### config.mk
export PLATFORM = sky130hd
export DESIGN_NAME = ps2_key_ctrl
export DESIGN_NICKNAME = d
export VERILOG_FILES = /design/src/rtl/ps2_pkg.sv /design/src/rtl/ps2_event_fifo.sv /design/src/rtl/ps2_key_ctrl.sv
export SDC_FILE = /design/constraint.sdc
export NUM_CORES = 1
export LEC_CHECK = 0
export BUFFER_PORTS_ARGS = -buffer_cell sky130_fd_sc_hd__buf_2
export CAP_MARGIN = 15
export CORE_UTILIZATION = 45
export DETAILED_ROUTE_END_ITERATION = 7
export GPL_TIMING_DRIVEN = 0
export PLACE_DENSITY_LB_ADDON = 0.15
export SLEW_MARGIN = 10
export SYNTH_ARGS = -nofsm -noshare
export SYNTH_HDL_FRONTEND = slang
export SYNTH_SLANG_ARGS = --single-unit
### constraint.sdc
create_clock -name CLK -period 2.94 [get_ports CLK]
set_clock_uncertainty 0.05 [all_clocks]
set_input_delay 0.588 -clock CLK [delete_from_list [all_inputs] [get_ports CLK]]
set_output_delay 0.588 -clock CLK [all_outputs]
set_load 0.03 [all_outputs]
### src/rtl/ps2_pkg.sv
`default_nettype none
// ============================================================================
// Module   : ps2_pkg
// Brief    : Scan-code byte constants, decoder states and event record.
// Revision : 1.0
// ============================================================================
package ps2_pkg;

  localparam logic [7:0] c_byte_e0 = 8'hE0;
  localparam logic [7:0] c_byte_f0 = 8'hF0;
  localparam logic [7:0] c_byte_e1 = 8'hE1;
  localparam logic [7:0] c_byte_aa = 8'hAA;
  localparam logic [7:0] c_byte_fc = 8'hFC;
  localparam logic [7:0] c_byte_12 = 8'h12;
  localparam logic [7:0] c_byte_00 = 8'h00;
  localparam logic [7:0] c_byte_ff = 8'hFF;

  // Bytes that follow E1 in the pause sequence before the event is emitted
  localparam logic [2:0] c_pause_skip = 3'd7;

  typedef enum logic [2:0] {
    ST_IDLE = 3'd0,
    ST_E0   = 3'd1,
    ST_F0   = 3'd2,
    ST_E0F0 = 3'd3,
    ST_SKIP = 3'd4
  } ps2_state_e;

  typedef struct packed {
    logic [7:0] code;
    logic       ext;
    logic       brk;
  } ps2_event_t;

  function automatic ps2_event_t mk_event(input logic [7:0] code, input logic ext,
                                          input logic brk);
    ps2_event_t ev;
    ev.code = code;
    ev.ext  = ext;
    ev.brk  = brk;
    return ev;
  endfunction

endpackage
`default_nettype wire

### src/rtl/ps2_event_fifo.sv
`default_nettype none
// ============================================================================
// Module   : ps2_event_fifo
// Brief    : Show-ahead key-event FIFO; head output holds the last popped entry
//            while empty. Revision : 1.0
// ============================================================================
module ps2_event_fifo
  import ps2_pkg::*;
#(
  parameter int DEPTH = 4
) (
  input  logic       clk_i,
  input  logic       rst_i,
  input  logic       push_i,
  input  ps2_event_t data_i,
  input  logic       pop_i,
  output ps2_event_t data_o,
  output logic       full_o,
  output logic       empty_o,
  output logic       drop_o
);

  localparam int AW = (DEPTH > 1) ? $clog2(DEPTH) : 1;

  ps2_event_t      mem_q [DEPTH];
  ps2_event_t      last_q;
  logic [AW-1:0]   wr_q;
  logic [AW-1:0]   rd_q;
  logic [AW:0]     cnt_q;
  logic            w_push;
  logic            w_pop;

  assign full_o  = (cnt_q == (AW+1)'(DEPTH));
  assign empty_o = (cnt_q == '0);
  assign w_pop   = pop_i && !empty_o;
  // A pop frees the slot in the same cycle, so a push while full still lands
  assign w_push  = push_i && (!full_o || w_pop);
  assign drop_o  = push_i && full_o && !w_pop;
  assign data_o  = empty_o ? last_q : mem_q[rd_q];

  always_ff @(posedge clk_i) begin
    if (w_push) begin
      mem_q[wr_q] <= data_i;
    end
  end

  always_ff @(posedge clk_i) begin
    if (rst_i) begin
      wr_q   <= '0;
      rd_q   <= '0;
      cnt_q  <= '0;
      last_q <= '0;
    end else begin
      if (w_push) begin
        wr_q <= wr_q + AW'(1);
      end
      if (w_pop) begin
        rd_q   <= rd_q + AW'(1);
        last_q <= mem_q[rd_q];
      end
      case ({w_push, w_pop})
        2'b10:   cnt_q <= cnt_q + (AW+1)'(1);
        2'b01:   cnt_q <= cnt_q - (AW+1)'(1);
        default: cnt_q <= cnt_q;
      endcase
    end
  end

endmodule
`default_nettype wire

### src/rtl/ps2_key_ctrl.sv
`default_nettype none
// ============================================================================
// Module   : ps2_key_ctrl
// Brief    : PS/2 scan-code sequencer producing make/break events, with BAT
//            status, error statistics and receiver resync. Revision : 1.0
// ============================================================================
module ps2_key_ctrl
  import ps2_pkg::*;
#(
  parameter int FIFO_DEPTH     = 4,
  parameter int TIMEOUT_CYCLES = 2_000_000
) (
  input  logic       CLK,
  input  logic       RST,
  input  logic       RX_VALID,
  input  logic [7:0] RX_DATA,
  input  logic       RX_ERR,
  output logic       RX_RST,
  output logic       EV_VALID,
  input  logic       EV_READY,
  output logic [7:0] EV_CODE,
  output logic       EV_EXT,
  output logic       EV_BREAK,
  output logic       KB_OK,
  output logic       KB_FAIL,
  output logic [7:0] ERR_CNT,
  output logic       OVF
);

  localparam int               TMO_W    = (TIMEOUT_CYCLES > 1) ? $clog2(TIMEOUT_CYCLES) : 1;
  localparam logic [TMO_W-1:0] TMO_LAST = TMO_W'(TIMEOUT_CYCLES - 1);

  ps2_state_e        state_q, state_d;
  logic [2:0]        skip_q, skip_d;
  logic [TMO_W-1:0]  tmo_q, tmo_d;
  logic              kb_ok_q, kb_ok_d;
  logic              kb_fail_q, kb_fail_d;
  logic [7:0]        err_cnt_q, err_cnt_d;
  logic              ovf_q;
  logic              rx_rst_q, rx_rst_d;

  logic              w_push;
  ps2_event_t        w_ev;
  logic              w_err_inc;
  logic              w_rst_req;
  logic              w_timeout;
  ps2_event_t        w_head;
  logic              w_full;
  logic              w_empty;
  logic              w_drop;

  assign w_timeout = (state_q != ST_IDLE) && (tmo_q == TMO_LAST);

  always_comb begin
    state_d   = state_q;
    skip_d    = skip_q;
    tmo_d     = '0;
    kb_ok_d   = kb_ok_q;
    kb_fail_d = kb_fail_q;
    w_push    = 1'b0;
    w_ev      = '0;
    w_err_inc = 1'b0;
    w_rst_req = 1'b0;

    if (!RX_VALID && state_q != ST_IDLE) begin
      tmo_d = tmo_q + TMO_W'(1);
    end

    if (RX_VALID && RX_ERR) begin
      state_d   = ST_IDLE;
      w_err_inc = 1'b1;
      w_rst_req = 1'b1;
    end else if (RX_VALID) begin
      case (state_q)
        ST_IDLE: begin
          case (RX_DATA)
            c_byte_e0: state_d = ST_E0;
            c_byte_f0: state_d = ST_F0;
            c_byte_e1: begin
              state_d = ST_SKIP;
              skip_d  = c_pause_skip;
            end
            c_byte_aa: begin
              kb_ok_d   = 1'b1;
              kb_fail_d = 1'b0;
            end
            c_byte_fc: begin
              kb_ok_d   = 1'b0;
              kb_fail_d = 1'b1;
              w_rst_req = 1'b1;
            end
            c_byte_00, c_byte_ff: w_err_inc = 1'b1;
            default: begin
              w_push = 1'b1;
              w_ev   = mk_event(RX_DATA, 1'b0, 1'b0);
            end
          endcase
        end
        ST_E0: begin
          state_d = ST_IDLE;
          if (RX_DATA == c_byte_f0) begin
            state_d = ST_E0F0;
          end else if (RX_DATA != c_byte_12) begin
            w_push = 1'b1;
            w_ev   = mk_event(RX_DATA, 1'b1, 1'b0);
          end
        end
        ST_F0: begin
          state_d = ST_IDLE;
          w_push  = 1'b1;
          w_ev    = mk_event(RX_DATA, 1'b0, 1'b1);
        end
        ST_E0F0: begin
          state_d = ST_IDLE;
          if (RX_DATA != c_byte_12) begin
            w_push = 1'b1;
            w_ev   = mk_event(RX_DATA, 1'b1, 1'b1);
          end
        end
        ST_SKIP: begin
          skip_d = skip_q - 3'd1;
          // The pause key reports once, after its whole 8-byte sequence
          if (skip_q == 3'd1) begin
            state_d = ST_IDLE;
            w_push  = 1'b1;
            w_ev    = mk_event(c_byte_e1, 1'b1, 1'b0);
          end
        end
        default: state_d = ST_IDLE;
      endcase
    end else if (w_timeout) begin
      state_d   = ST_IDLE;
      w_err_inc = 1'b1;
      w_rst_req = 1'b1;
    end

    err_cnt_d = (w_err_inc && err_cnt_q != 8'hFF) ? err_cnt_q + 8'd1 : err_cnt_q;
    rx_rst_d  = w_rst_req && !rx_rst_q;
  end

  always_ff @(posedge CLK) begin
    if (RST) begin
      state_q   <= ST_IDLE;
      skip_q    <= '0;
      tmo_q     <= '0;
      kb_ok_q   <= 1'b0;
      kb_fail_q <= 1'b0;
      err_cnt_q <= '0;
      ovf_q     <= 1'b0;
      rx_rst_q  <= 1'b0;
    end else begin
      state_q   <= state_d;
      skip_q    <= skip_d;
      tmo_q     <= tmo_d;
      kb_ok_q   <= kb_ok_d;
      kb_fail_q <= kb_fail_d;
      err_cnt_q <= err_cnt_d;
      ovf_q     <= ovf_q | w_drop;
      rx_rst_q  <= rx_rst_d;
    end
  end

  ps2_event_fifo #(
    .DEPTH (FIFO_DEPTH)
  ) u_fifo (
    .clk_i   (CLK),
    .rst_i   (RST),
    .push_i  (w_push),
    .data_i  (w_ev),
    .pop_i   (EV_READY),
    .data_o  (w_head),
    .full_o  (w_full),
    .empty_o (w_empty),
    .drop_o  (w_drop)
  );

  assign EV_VALID = !w_empty;
  assign EV_CODE  = w_head.code;
  assign EV_EXT   = w_head.ext;
  assign EV_BREAK = w_head.brk;
  assign KB_OK    = kb_ok_q;
  assign KB_FAIL  = kb_fail_q;
  assign ERR_CNT  = err_cnt_q;
  assign OVF      = ovf_q;
  assign RX_RST   = rx_rst_q;

endmodule
`default_nettype wire

==> results of run 1 <==
## path summary, 6_finish.rpt
| check | startpoint | to | cells after the start |
|---|---|---|---|
| max | RX_DATA[2] | u_fifo.cnt_q[1]$_SDFFE_PP0P_ | 11 |
| min | RX_RST$_SDFF_PP0_ | RX_RST$_SDFF_PP0_ | 1 |
| max reg2reg | u_fifo.cnt_q[0]$_SDFFE_PP0P_ | u_fifo.cnt_q[2]$_SDFFE_PP0P_ | 9 |
| min reg2reg | RX_RST$_SDFF_PP0_ | RX_RST$_SDFF_PP0_ | 1 |
## report_power, final
group	switching, uW	internal (uW)
sequential	32.2	1450
combinational	226	150
clock	475	483
total	733	2080
## sequential cells by signal, summed over array words and instances, names as in the netlist, named ones only
name           count
ERR_CNT            8
KB_FAIL            1
KB_OK              1
OVF                1
RX_RST             1
skip_q             3
state_q            3
tmo_q             21
u_fifo.cnt_q       3
u_fifo.last_q     10
u_fifo.mem_q      40
u_fifo.rd_q        2
u_fifo.wr_q        2
## cell usage after synthesis, types with 4 or more instances
cell type | count | area [um^2]
sky130_fd_sc_hd__a21oi_1 | 21 | 105
sky130_fd_sc_hd__and2_1 | 9 | 56.3
sky130_fd_sc_hd__and3_1 | 5 | 31.3
sky130_fd_sc_hd__clkbuf_1 | 9 | 33.8
sky130_fd_sc_hd__dfxtp_1 | 58 | 1160
sky130_fd_sc_hd__edfxtp_1 | 40 | 1200
sky130_fd_sc_hd__ha_1 | 8 | 100
sky130_fd_sc_hd__inv_1 | 13 | 48.8
sky130_fd_sc_hd__mux2_2 | 10 | 113
sky130_fd_sc_hd__mux4_2 | 10 | 225
sky130_fd_sc_hd__nand2_1 | 40 | 150
sky130_fd_sc_hd__nand2b_1 | 4 | 25.0
sky130_fd_sc_hd__nand3_1 | 14 | 70.1
sky130_fd_sc_hd__nand4_1 | 8 | 50.1
sky130_fd_sc_hd__nand4b_1 | 5 | 43.8
sky130_fd_sc_hd__nor2_1 | 57 | 214
sky130_fd_sc_hd__nor2b_1 | 5 | 31.3
sky130_fd_sc_hd__nor3_1 | 6 | 30.0
sky130_fd_sc_hd__nor4_1 | 6 | 37.5
sky130_fd_sc_hd__o21ai_0 | 6 | 30.0
sky130_fd_sc_hd__or3_1 | 4 | 25.0
sky130_fd_sc_hd__xnor2_1 | 13 | 114
sky130_fd_sc_hd__xor2_1 | 16 | 140
## routing by layer
metal / up-vias / routed length [um]
li1: 1641 / -
met1: 1547 / 4350
met2: 40 / 4550
met3: 8 / 256
met4: 0 / 91
met5: - / 0
## repair_timing
item | 4_1_cts | 5_1_grt
buffers inserted | 0 | 0
endpoints found under the hold margin | 0 | 0
pin swaps | 0 | 3
resized for setup | 2 | 5
hold buffers | 0 | 0
endpoints found under the setup margin | 18 | 42
## cell type report
cell class	instances	share of cell area, %
repair buffers	33	3.18
plain buffers	16	2.12
clock buffers	10	2.46
flip-flops and latches	98	45.5
clock inverters	6	1.73
multi-input cells	302	40.9
inverters	13	0.939
well taps	133	3.20
## critical path, stage by stage
cell	delay [ns]
sky130_fd_sc_hd__buf_2	0.14
sky130_fd_sc_hd__or4b_4	0.56
sky130_fd_sc_hd__a2111oi_4	0.41
sky130_fd_sc_hd__a2111oi_4	0.07
sky130_fd_sc_hd__o21a_1	0.21
sky130_fd_sc_hd__buf_6	0.14
sky130_fd_sc_hd__nor2_2	0.10
sky130_fd_sc_hd__fa_1	0.45
sky130_fd_sc_hd__o31ai_1	0.09
sky130_fd_sc_hd__a311oi_1	0.09
sky130_fd_sc_hd__o21a_1	0.19
## kinds of logic (layout without fill, tap and decap cells)
| family | count (synthesis) | count (layout) |
|---|---|---|
| multiplexers | 23 | 23 |
| buffers and inverters | 30 | 78 |
| AND/OR/NAND/NOR | 180 | 180 |
| flip-flops | 98 | 98 |
| XOR/XNOR | 29 | 29 |
| AO/OA/AOI/OAI | 61 | 61 |
| adder cells (fa/ha/maj) | 9 | 9 |
## metrics by stage
stage          utilization (%)  hold WS [ns]
2_1_floorplan                -         0.368
3_3_place_gp              50.3         0.360
3_5_place_dp              50.3         0.359
4_1_cts                   52.6         0.371
5_1_grt                   52.7         0.392
6_report                  52.7         0.373
==> results.md, run 1 <==
- From left edge to right edge, the die measures 103 um.
- The detailed-route wire length is 9250 um.
- For this design the static power due to leakage is 0.00180 uW.
- Dividing the detail-routed via count by the number of cells gives 5.30.
- In the finished design, the share of the clock period the worst path needs comes to 95.8%.
- Setup violations remaining at the end of the flow were counted as 0.
- The worst-case IR drop observed on VDD is 0.213 mV.
- The worst setup path is captured at a flip-flop.
- The final setup TNS is 0 ns.
- The filler cell count is 891.
- The synthesized netlist devotes 2.61% of its cell area to adder and majority cells.
- In the synthesized netlist, mux cells make up 7.98% of the area.
- For this run, asynchronously set or reset flops after synthesis account for 0%.
- Before CTS, the worst setup slack after placement is -0.403 ns.
- The hold violation total from the final report was 0.
- The setup slack of the most critical reg-to-reg path is 0.23 ns.
- The TritonCTS clock tree is built.
- The register area is 0.00236 mm^2.
- In the final layout, the multi-input gates occupy 0.00213 mm^2.
- The number of warnings printed during yosys synthesis is 0.
- After synthesis the netlist holds a flip-flop and latch count of 98.
- At the worst endpoint, the arrival time is 3.03 ns.
- In this run the worst path has a maximum fanout of 9.
- The clock-pin transition on the worst setup and hold timing paths is 0.09 ns.
- The combinational family with the most area after synthesis is simple AND/OR/NAND/NOR gates.
- The path type of the worst min-delay path is flip-flop to flip-flop.
- The final-stage net count is 495.
- The die covers 0.0107 mm^2.
- Max-cap violations in this run came to 0.
- The count of flip-flops with a built-in enable after synthesis is 40.
- In the final layout, the share of cells above drive strength 1 is 19.0%.
- Overall power consumption after layout is estimated at 2810 uW.
- The latest clock arrival within the worst-skew pair is 0.36 ns.
- The effective utilization at floorplan is 46.7%.
- CTS placed an instance of sky130_fd_sc_hd__clkbuf_8 at the clock tree root.
- Leaving out fill and tap cells, the most frequent cells in the layout are sky130_fd_sc_hd__dfxtp_1 (57), sky130_fd_sc_hd__nor2_1 (55), sky130_fd_sc_hd__nand2_1 (40), sky130_fd_sc_hd__edfxtp_1 (40), sky130_fd_sc_hd__buf_2 (33).
- The first global-routing pass estimated 15300 um of wire.
- The final period demand of the worst path is 2.82 ns.
- For this run, the leading register cell type out of synthesis is sky130_fd_sc_hd__dfxtp_1.
- The maximum clock path buffer count is 2.
- The number of pins exceeding their max-slew limit in the final report came to 0.
- The antenna violation net count after detailed routing is 0.
- For this design the top-level I/O count stands at 36.
- The vertical die dimension is 103 um.
- The area of the core is 0.00986 mm^2.
- The floorplan has 36 rows.
- The worst slew margin relative to its limit is 57.7%.
- The via count of the first global-routing pass is 3142.
- Setup repair after global routing left no endpoint under its margin.
- The number of antenna violations at the first check in global routing is 0.
- The met1 usage is 24.3%.
- The category of the critical setup timing path is input port to flip-flop.
- The mean instance size in the synthesized netlist is 10.7 um^2.
- The routability congestion estimate is 0.797.
- The post-synthesis cell type count is 63.
- Sequential cells were found to cover 51.2% of the synthesized design area.
- The pin slew with the least headroom to its limit is 0.635 ns.
- The number of antenna diodes in the final layout is 0.
- The synthesized-area fraction occupied by and/or/nand/nor cells is 19.6%.
- STA classifies the critical path startpoint as an input port.
- The DRC marker count from the first detailed-route iteration is 135.
- The final cell count without fillers is 611.
- The number of sinks driven by the clock tree is 98.
- The HPWL after detailed placement is 6760 um.
- The post-synthesis xor/xnor area fraction is 5.51%.
- The compound-cell area share of the yosys netlist is 9.50%.
- The met2 global-route usage is 33.7%.
- The total routing usage reported by global routing is 19.3%.
- In this run the cell area measured after placement is 0.00496 mm^2.
- Setup slack on the critical path of the routed design comes to 0.123 ns.
- The number of CTS-inserted buffers is 9.
- The aggregate global routing overflow is 0.
- The total power divided by cell area is 541 mW/mm^2.
- Entering global routing, the biggest net connects 17 pins.
- Before antenna repair, the detailed router went through 4 iterations.
- In this run the cell area of the synthesized design comes to 0.00461 mm^2.
- The number of vias in the routed layout is 3236.
- The synthesized instance count is 430.
- For this run, design rule violations remaining after detail routing come to 0.
- Leaving out fill and tap cells, the most frequent cell in the layout is sky130_fd_sc_hd__dfxtp_1.
- The most used routing layer in global routing is met2.
- After detailed routing, the average wire length per cell comes to 15.1 um.
- The timing-limited maximum frequency is 355 MHz.
- The routing usage on met3 is 3.70%.
- In this run, placement finished with an instance count of 596.
- Once layout is done, the placed cells without fillers occupy 0.00520 mm^2.
- From synthesis to final layout, the design area changed by 12.7%.
- The number of I/O port buffers is 33.
- When the netlist entered floorplanning its net count stood at 452.
- For the worst setup path, the data required time is 3.15 ns.
- The H-tree depth reported by CTS is 3.
- The run finished with clean final reports.
Note: power is estimated with default switching activity, not from simulation.
==> run 2: changes to the inputs <==
--- a/config.mk
+++ b/config.mk
@@ -11,6 +11,7 @@
 export DETAILED_ROUTE_END_ITERATION = 7
 export GPL_TIMING_DRIVEN = 0
 export PLACE_DENSITY_LB_ADDON = 0.15
+export REMOVE_ABC_BUFFERS = 1
 export SLEW_MARGIN = 10
 export SYNTH_ARGS = -nofsm -noshare
 export SYNTH_HDL_FRONTEND = slang
==> run 2 against run 1 <==
Routed wire length is 1.5% lower. Critical path depth is 1 lower. Via count is 0.49% lower. Clock power is 15% lower.
==> results.md, run 2 (same netlist as run 1, synthesis figures left out) <==
- The flow ran to the end, and the final reports show no timing, DRC or antenna violations.
- The clock-pin transition on the worst setup and hold timing paths came to 0.10 ns (about the same).
- In the final layout, the registers with the most flip-flops are u_fifo.mem_q: 40 flops, tmo_q: 21 flops, u_fifo.last_q: 10 flops.
- The critical-path cell with the highest stage delay is sky130_fd_sc_hd__or4b_4.
- The HPWL after detailed placement is 6240 um (-7.6%).
- The hold violation total from the final report is 0 (unchanged).
- The count of placed standard cells including taps came to 581 (-2.5%).
- The area of the die is 0.0107 mm^2 (unchanged).
- The effective utilization at floorplan came to 46.7% (unchanged).
- The leakage dissipation is 0.00173 uW (-3.7%).
- The clock power share is 30.7% (-3.4 points).
- The global-route wire length before repair is 14900 um (-2.6%).
- The TritonCTS clock tree is built.
- The pin slew with the least headroom to its limit was 0.770 ns (+0.135 ns).
- The floorplan die width is 103 um (unchanged).
- STA classifies the critical path endpoint as a flip-flop.
- The critical path arrival is 3.01 ns (-0.02 ns).
- The critical path goes through buf_2 -> or4b_4 -> a2111oi_4 -> a2111oi_1 -> o21a_2 -> nor2_1 -> fa_2 -> o31ai_1 -> a311oi_1 -> o21a_1.
- The number of antenna cells inserted is 0 (unchanged).
- The detailed-route wire length is 9110 um (-1.5%).
- The share of power burned in combinational logic is 13.6% (+0.2 points).
- The via count of the first global-routing pass is 2994 (-4.7%).
- The number of sinks driven by the clock tree was 98 (unchanged).
- The maximum number of pins on one net before global-route repair is 38 (+21).
- Setup repair after global routing left no endpoint under its margin.
- The area of the core was 0.00986 mm^2 (unchanged).
- The antenna violation net count after detailed routing was 0 (unchanged).
- The category of the critical setup timing path is input port to flip-flop.
- The library cells used most frequently in the layout, excluding fill and tap cells, are sky130_fd_sc_hd__dfxtp_1 (57), sky130_fd_sc_hd__nor2_1 (56), sky130_fd_sc_hd__edfxtp_1 (40).
- The number of pins exceeding their max-slew limit in the final report was 0 (unchanged).
- The average via count per standard cell is 5.38 (+1.7%).
- The maximum clock path buffer count is 2 (unchanged).
- The number of placement rows is 36 (unchanged).
- The final period demand of the worst path is 2.80 ns (-0.0217 ns).
- The area used by multi-input combinational logic was 0.00210 mm^2 (-1.2%).
- The max-capacitance violation count came to 0 (unchanged).
- The tree is rooted in a sky130_fd_sc_hd__clkbuf_8.
- The length of the first detailed-routing pass in iterations is 6 (+2).
- The register area is 0.00236 mm^2 (unchanged).
- Leaving out fill and tap cells, the most frequent cell in the layout is sky130_fd_sc_hd__dfxtp_1.
- The number of ports placed on the die boundary was 36 (unchanged).
- The DRC marker count from the first detailed-route iteration is 120 (-11%).
- The final-stage net count is 482 (-2.6%).
- The H-tree depth reported by CTS came to 3 (unchanged).
- The final cell count without fillers is 598 (-2.1%).
- The number of CTS-inserted buffers is 9 (unchanged).
- The latest clock arrival within the worst-skew pair is 0.36 ns (about the same).
- The design internal power is 1910 uW (-8.3%).
- The timing-limited maximum frequency came to 358 MHz (+0.77%).
- The largest fanout on the critical path is 11 (+2).
- The switching power is 753 uW (+2.8%).
- The fraction of the cycle the final worst path needs came to 95.1% (-0.74 points).
- The final setup TNS is 0 ns (unchanged).
- The fraction of layout instances using a drive strength above 1 is 18.9% (-0.11 points).
- The path class of the tightest hold or removal check is flip-flop to flip-flop.
- The part of the power in registers is 55.7% (+3.1 points).
- The final number of setup-violating endpoints came to 0 (unchanged).
- The number of hold-repair buffers added at the cts stage is 0 (unchanged).
- The number of remaining DRC errors is 0 (unchanged).
- The vertical die dimension is 103 um (unchanged).
- The total power divided by cell area was 527 mW/mm^2 (-2.6%).
- The largest register by flop count is u_fifo.mem_q.
- The kind of cell with the highest combined delay on the critical path is compound AO/OA/AOI/OAI gates.
- The routability congestion estimate came to 0.828 (+3.9%).
- Compared with the post-synthesis result, the final layout area differs by 9.47%.
- The detail-routed net length per standard cell is 15.2 um (+0.59%).
- The worst supply voltage drop on vdd is 0.276 mV (+29%).
- The number of buffers and inverters on the critical path is 1 (-1).
- The number of antenna violations at the first check in global routing was 0 (unchanged).
- The aggregate global routing overflow was 0 (unchanged).
- The number of I/O port buffers is 35 (+6.1%).
- The number of vias in the routed layout is 3220 (-0.49%).
- The switching share of power is 28.3% (+2.2 points).
- The data required time at the worst endpoint is 3.16 ns (about the same).
- STA classifies the critical path startpoint as an input port.
- The filler cell count is 896 (+0.56%).
- The delay of the slowest critical-path stage came to 0.56 ns (about the same).
- The total routing usage reported by global routing came to 18.4% (-0.89 points).
- The worst slew margin relative to its limit is 48.6% (-9.0 points).
- The flip-flop count of the largest register after layout is 40 (unchanged).
-- run 2: cell count changes in the layout (fill, tap and decap cells not counted), sizes merged --
cell	previous run	this run
bufinv	2	0
clkinvlp	1	2
clkinv	2	3
inv	14	15
buf	39	36
clkbuf	20	9
-- run 2: worst reg2reg max path, stage by stage (launching register included) --
cell                       delay, ns
sky130_fd_sc_hd__dfxtp_1        0.41
sky130_fd_sc_hd__or3_1          0.66
sky130_fd_sc_hd__nand2_2        0.36
sky130_fd_sc_hd__nor2_1         0.12
sky130_fd_sc_hd__fa_2           0.56
sky130_fd_sc_hd__o31ai_1        0.07
sky130_fd_sc_hd__a311oi_1       0.29
sky130_fd_sc_hd__o21a_1         0.14
-- run 2: final timing paths --
kind / slack, ns / startpoint / endpoint / cells past startpoint
hold / removal: 0.39 / RX_RST$_SDFF_PP0_ / RX_RST$_SDFF_PP0_ / 1
setup / recovery: 0.14 / RX_DATA[4] / u_fifo.cnt_q[1]$_SDFFE_PP0P_ / 10
setup reg to reg: 0.23 / u_fifo.cnt_q[0]$_SDFFE_PP0P_ / u_fifo.cnt_q[1]$_SDFFE_PP0P_ / 7
hold reg to reg: 0.39 / RX_RST$_SDFF_PP0_ / RX_RST$_SDFF_PP0_ / 1
-- run 2: through the flow --
stage / total power, uW / worst slack [ns] / utilization (%) / instance area, um^2 / hold slack (ns)
6_report: 2660 / 0.145 / 51.2 / 5050 / 0.386
5_1_grt: 2790 / 0.0214 / 51.2 / 5050 / 0.398
4_1_cts: 2700 / 0.0390 / 51.0 / 5030 / 0.381
3_5_place_dp: 1870 / -0.397 / 49.0 / 4840 / 0.358
3_3_place_gp: 1870 / -0.354 / 49.0 / 4840 / 0.372
2_1_floorplan: 1760 / -0.000179 / - / 4500 / 0.368
-- run 2: cell type report --
class / count / area share [%]
flip-flops and latches: 98 / 46.8
multi-input cells: 302 / 41.6
repair buffers: 36 / 3.62
well taps: 133 / 3.30
clock buffers: 9 / 2.45
clock inverters: 7 / 1.24
inverters: 13 / 0.967
-- run 2: repair_timing --
action,CTS,global route
setup buffers,0,1
resized for setup,2,7
pin swaps,0,2
endpoints found under the setup margin,2,42
hold endpoints to repair,0,0
-- run 2: per-layer routing --
metal | part of all wire [%] | wire length [um] | track usage [%]
met4 | 0.81 | 74 | 5.42
met3 | 3.6 | 332 | 3.43
met5 | 0 | 0 | 0
met1 | 47 | 4270 | 24.5
met2 | 49 | 4430 | 30.7
-- run 2: power groups by stage --
stage               clock [uW]  sequential, uW  combinational [uW]
finish                     816            1480                 363
floorplan                    0            1510                 254
global route               899            1490                 397
CTS                        853            1480                 364
global placement             0            1510                 354
detailed placement           0            1510                 360
==> run 3: changes to the inputs <==
--- a/config.mk
+++ b/config.mk
@@ -10,7 +10,7 @@
 export CORE_UTILIZATION = 45
 export DETAILED_ROUTE_END_ITERATION = 7
 export GPL_TIMING_DRIVEN = 0
-export PLACE_DENSITY_LB_ADDON = 0.15
+export PLACE_DENSITY_LB_ADDON = 0.3
 export REMOVE_ABC_BUFFERS = 1
 export SLEW_MARGIN = 10
 export SYNTH_ARGS = -nofsm -noshare
==> run 3 against run 2 <==
Critical path depth is the same. Critical path type unchanged. Largest cell class unchanged. Clock power shrank 2%. Routed wire length shrank 3.6%. Cell count grew 0.17%.
==> results.md, run 3 (same netlist as run 1, synthesis figures left out) <==
- The leakage dissipation is 0.00175 uW (+0.72%).
- The number of antenna cells inserted was 0 (unchanged).
- The effective utilization at floorplan is 46.7% (unchanged).
- The DRC marker count from the first detailed-route iteration is 130 (+8.3%).
- The cell area after placement is 0.00484 mm^2 (unchanged).
- The detailed-route wire length came to 8780 um (-3.6%).
- Counting flops per register, the top entry is u_fifo.mem_q.
- The largest registers in the layout are u_fifo.mem_q: 40 flops, tmo_q: 21 flops, u_fifo.last_q: 10 flops.
- The maximum number of pins on one net before global-route repair came to 38 (unchanged).
- The number of CTS-inserted buffers is 9 (unchanged).
- The total power divided by cell area is 523 mW/mm^2 (-0.83%).
- The cell depth of the worst setup path is 10 (unchanged).
- The aggregate global routing overflow was 0 (unchanged).
- The total routing usage reported by global routing is 17.3% (-1.1 points).
- The final design utilization is 51.4% (+0.20 points).
- The filler cell count was 882 (-1.6%).
- The library cells used most frequently in the layout, excluding fill and tap cells, are sky130_fd_sc_hd__dfxtp_1 (57), sky130_fd_sc_hd__nor2_1 (55), sky130_fd_sc_hd__edfxtp_1 (40).
- The critical-path cell with the highest stage delay is sky130_fd_sc_hd__or4b_4.
- The area of the die was 0.0107 mm^2 (unchanged).
- In this design, the largest share of critical-path delay is due to compound AO/OA/AOI/OAI gates.
- The final-stage net count was 483 (+0.21%).
- The clock-pin transition on the worst setup and hold timing paths came to 0.10 ns (about the same).
- The number of instances on the worst hold path is 1 (unchanged).
- The detail-routed net length per standard cell is 14.7 um (-3.8%).
- The delay of the slowest critical-path stage is 0.56 ns (about the same).
- The length of the first detailed-routing pass in iterations came to 4 (-2).
- The antenna violation net count after detailed routing was 0 (unchanged).
- The fraction of layout instances using a drive strength above 1 is 19.3% (+0.39 points).
- The signal on the critical path passes through buf_2 -> or4b_4 -> a2111oi_4 -> a2111oi_2 -> o21a_2 -> nor2_2 -> fa_1 -> o31ai_1 -> a311oi_1 -> o21a_1.
- The average via count per standard cell was 5.38 (about the same).
- The maximum clock path buffer count is 2 (unchanged).
- The length in cells of the worst reg-to-reg path is 10 (+3).
- The hold violation total from the final report is 0 (unchanged).
- The final setup TNS is 0 ns (unchanged).
- The final period demand of the worst path is 2.81 ns (+0.0133 ns).
- The area growth from synthesis to layout is 9.91%.
- The number of ports placed on the die boundary is 36 (unchanged).
- By startpoint and endpoint, the worst setup path is classified as input port to flip-flop.
- The timing-limited maximum frequency came to 356 MHz (-0.47%).
- The floorplan die width is 103 um (unchanged).
- The latest clock arrival within the worst-skew pair came to 0.36 ns (about the same).
- The global-route wire length before repair is 14000 um (-6.2%).
- The number of pins exceeding their max-slew limit in the final report is 0 (unchanged).
- The worst setup path is captured at a flip-flop.
- The data required time at the worst endpoint is 3.14 ns (-0.02 ns).
- The number of vias in the routed layout was 3225 (+0.16%).
- The fraction of the cycle the final worst path needs came to 95.5% (+0.45 points).
- The pin slew with the least headroom to its limit is 0.709 ns (-0.0608 ns).
- The vertical die dimension is 103 um (unchanged).
- The number of I/O port buffers came to 35 (unchanged).
- The H-tree depth reported by CTS is 3 (unchanged).
- The root buffer cell is sky130_fd_sc_hd__clkbuf_8.
- The via count of the first global-routing pass came to 2883 (-3.7%).
- The total power draw is 2650 uW (-0.44%).
- The most common cell after layout, fill and taps aside is sky130_fd_sc_hd__dfxtp_1.
- TritonCTS built the clock tree.
- The largest fanout on the critical path was 11 (unchanged).
- The HPWL after detailed placement is 6150 um (-1.5%).
- The number of hold-repair buffers added at the cts stage came to 0 (unchanged).
- The worst slew margin relative to its limit is 52.7% (+4.1 points).
- The critical path arrival came to 3.01 ns (about the same).
- The number of sinks driven by the clock tree came to 98 (unchanged).
- The number of placement rows was 36 (unchanged).
- Setup repair after global routing left no endpoint under its margin.
- The worst supply voltage drop on vdd is 0.217 mV (-21%).
- The number of remaining DRC errors is 0 (unchanged).
- The number of antenna violations at the first check in global routing was 0 (unchanged).
- The number of buffers and inverters on the critical path is 1 (unchanged).
- The startpoint kind of the worst setup timing path is an input port.
- In this run the worst hold path is classified as flip-flop to flip-flop.
- The final cell count without fillers is 599 (+0.17%).
- The cell area after layout is 0.00507 mm^2 (+0.40%).
- The area of the core was 0.00986 mm^2 (unchanged).
- The run finished with clean final reports.
- The final number of setup-violating endpoints is 0 (unchanged).
- The max-capacitance violation count is 0 (unchanged).
- The routability congestion estimate is 0.837 (+1.0%).
- The flip-flop count of the largest register after layout is 40 (unchanged).
- The count of placed standard cells including taps came to 581 (unchanged).
==> run 3: per-stage QoR <==
step | hold WS (ns) | worst slack (ns)
finish | 0.391 | 0.132
global route | 0.392 | 0.00561
CTS | 0.384 | 0.0145
detailed placement | 0.361 | -0.384
global placement | 0.365 | -0.361
floorplan | 0.368 | -0.000179
==> run 3: where the power goes <==
part | internal, uW | total, uW | switching [uW]
logic | 142 | 364 | 222
registers | 1450 | 1480 | 35.1
clock network | 321 | 803 | 483
total | 1910 | 2650 | 740
==> run 3: final timing paths <==
kind,slack [ns],end,start
max,0.13,u_fifo.cnt_q[1]$_SDFFE_PP0P_,RX_DATA[4]
min,0.39,RX_RST$_SDFF_PP0_,RX_RST$_SDFF_PP0_
max reg2reg,0.29,u_fifo.cnt_q[1]$_SDFFE_PP0P_,skip_q[0]$_SDFFE_PP0P_
min reg2reg,0.39,RX_RST$_SDFF_PP0_,RX_RST$_SDFF_PP0_
==> run 3: what timing repair did <==
| action | CTS | global route |
|---|---|---|
| setup buffers | 0 | 2 |
| pin swaps | 0 | 2 |
| resized for setup | 1 | 10 |
| setup endpoints to repair | 2 | 52 |
==> run 3: area by class of cell <==
type | count | area [um^2] | share of cell area (%)
Timing Repair Buffer | 37 | 190 | 3.75
Inverter | 13 | 48.8 | 0.963
Clock buffer | 9 | 124 | 2.44
Sequential cell | 98 | 2360 | 46.6
Multi-Input combinational cell | 302 | 2110 | 41.7
Tap cell | 133 | 166 | 3.28
Clock inverter | 7 | 62.6 | 1.23
==> run 3: metal layers <==
metal  part of all wire [%]  routed length, um  track usage (%)  vias to the layer above
met5                      0                  0                0                        -
met4                   0.93                 82             4.66                        0
met3                    3.7                328             4.03                        6
met2                     48               4230             28.8                       75
met1                     47               4140             22.8                     1526
li1                       -                  -                -                     1618
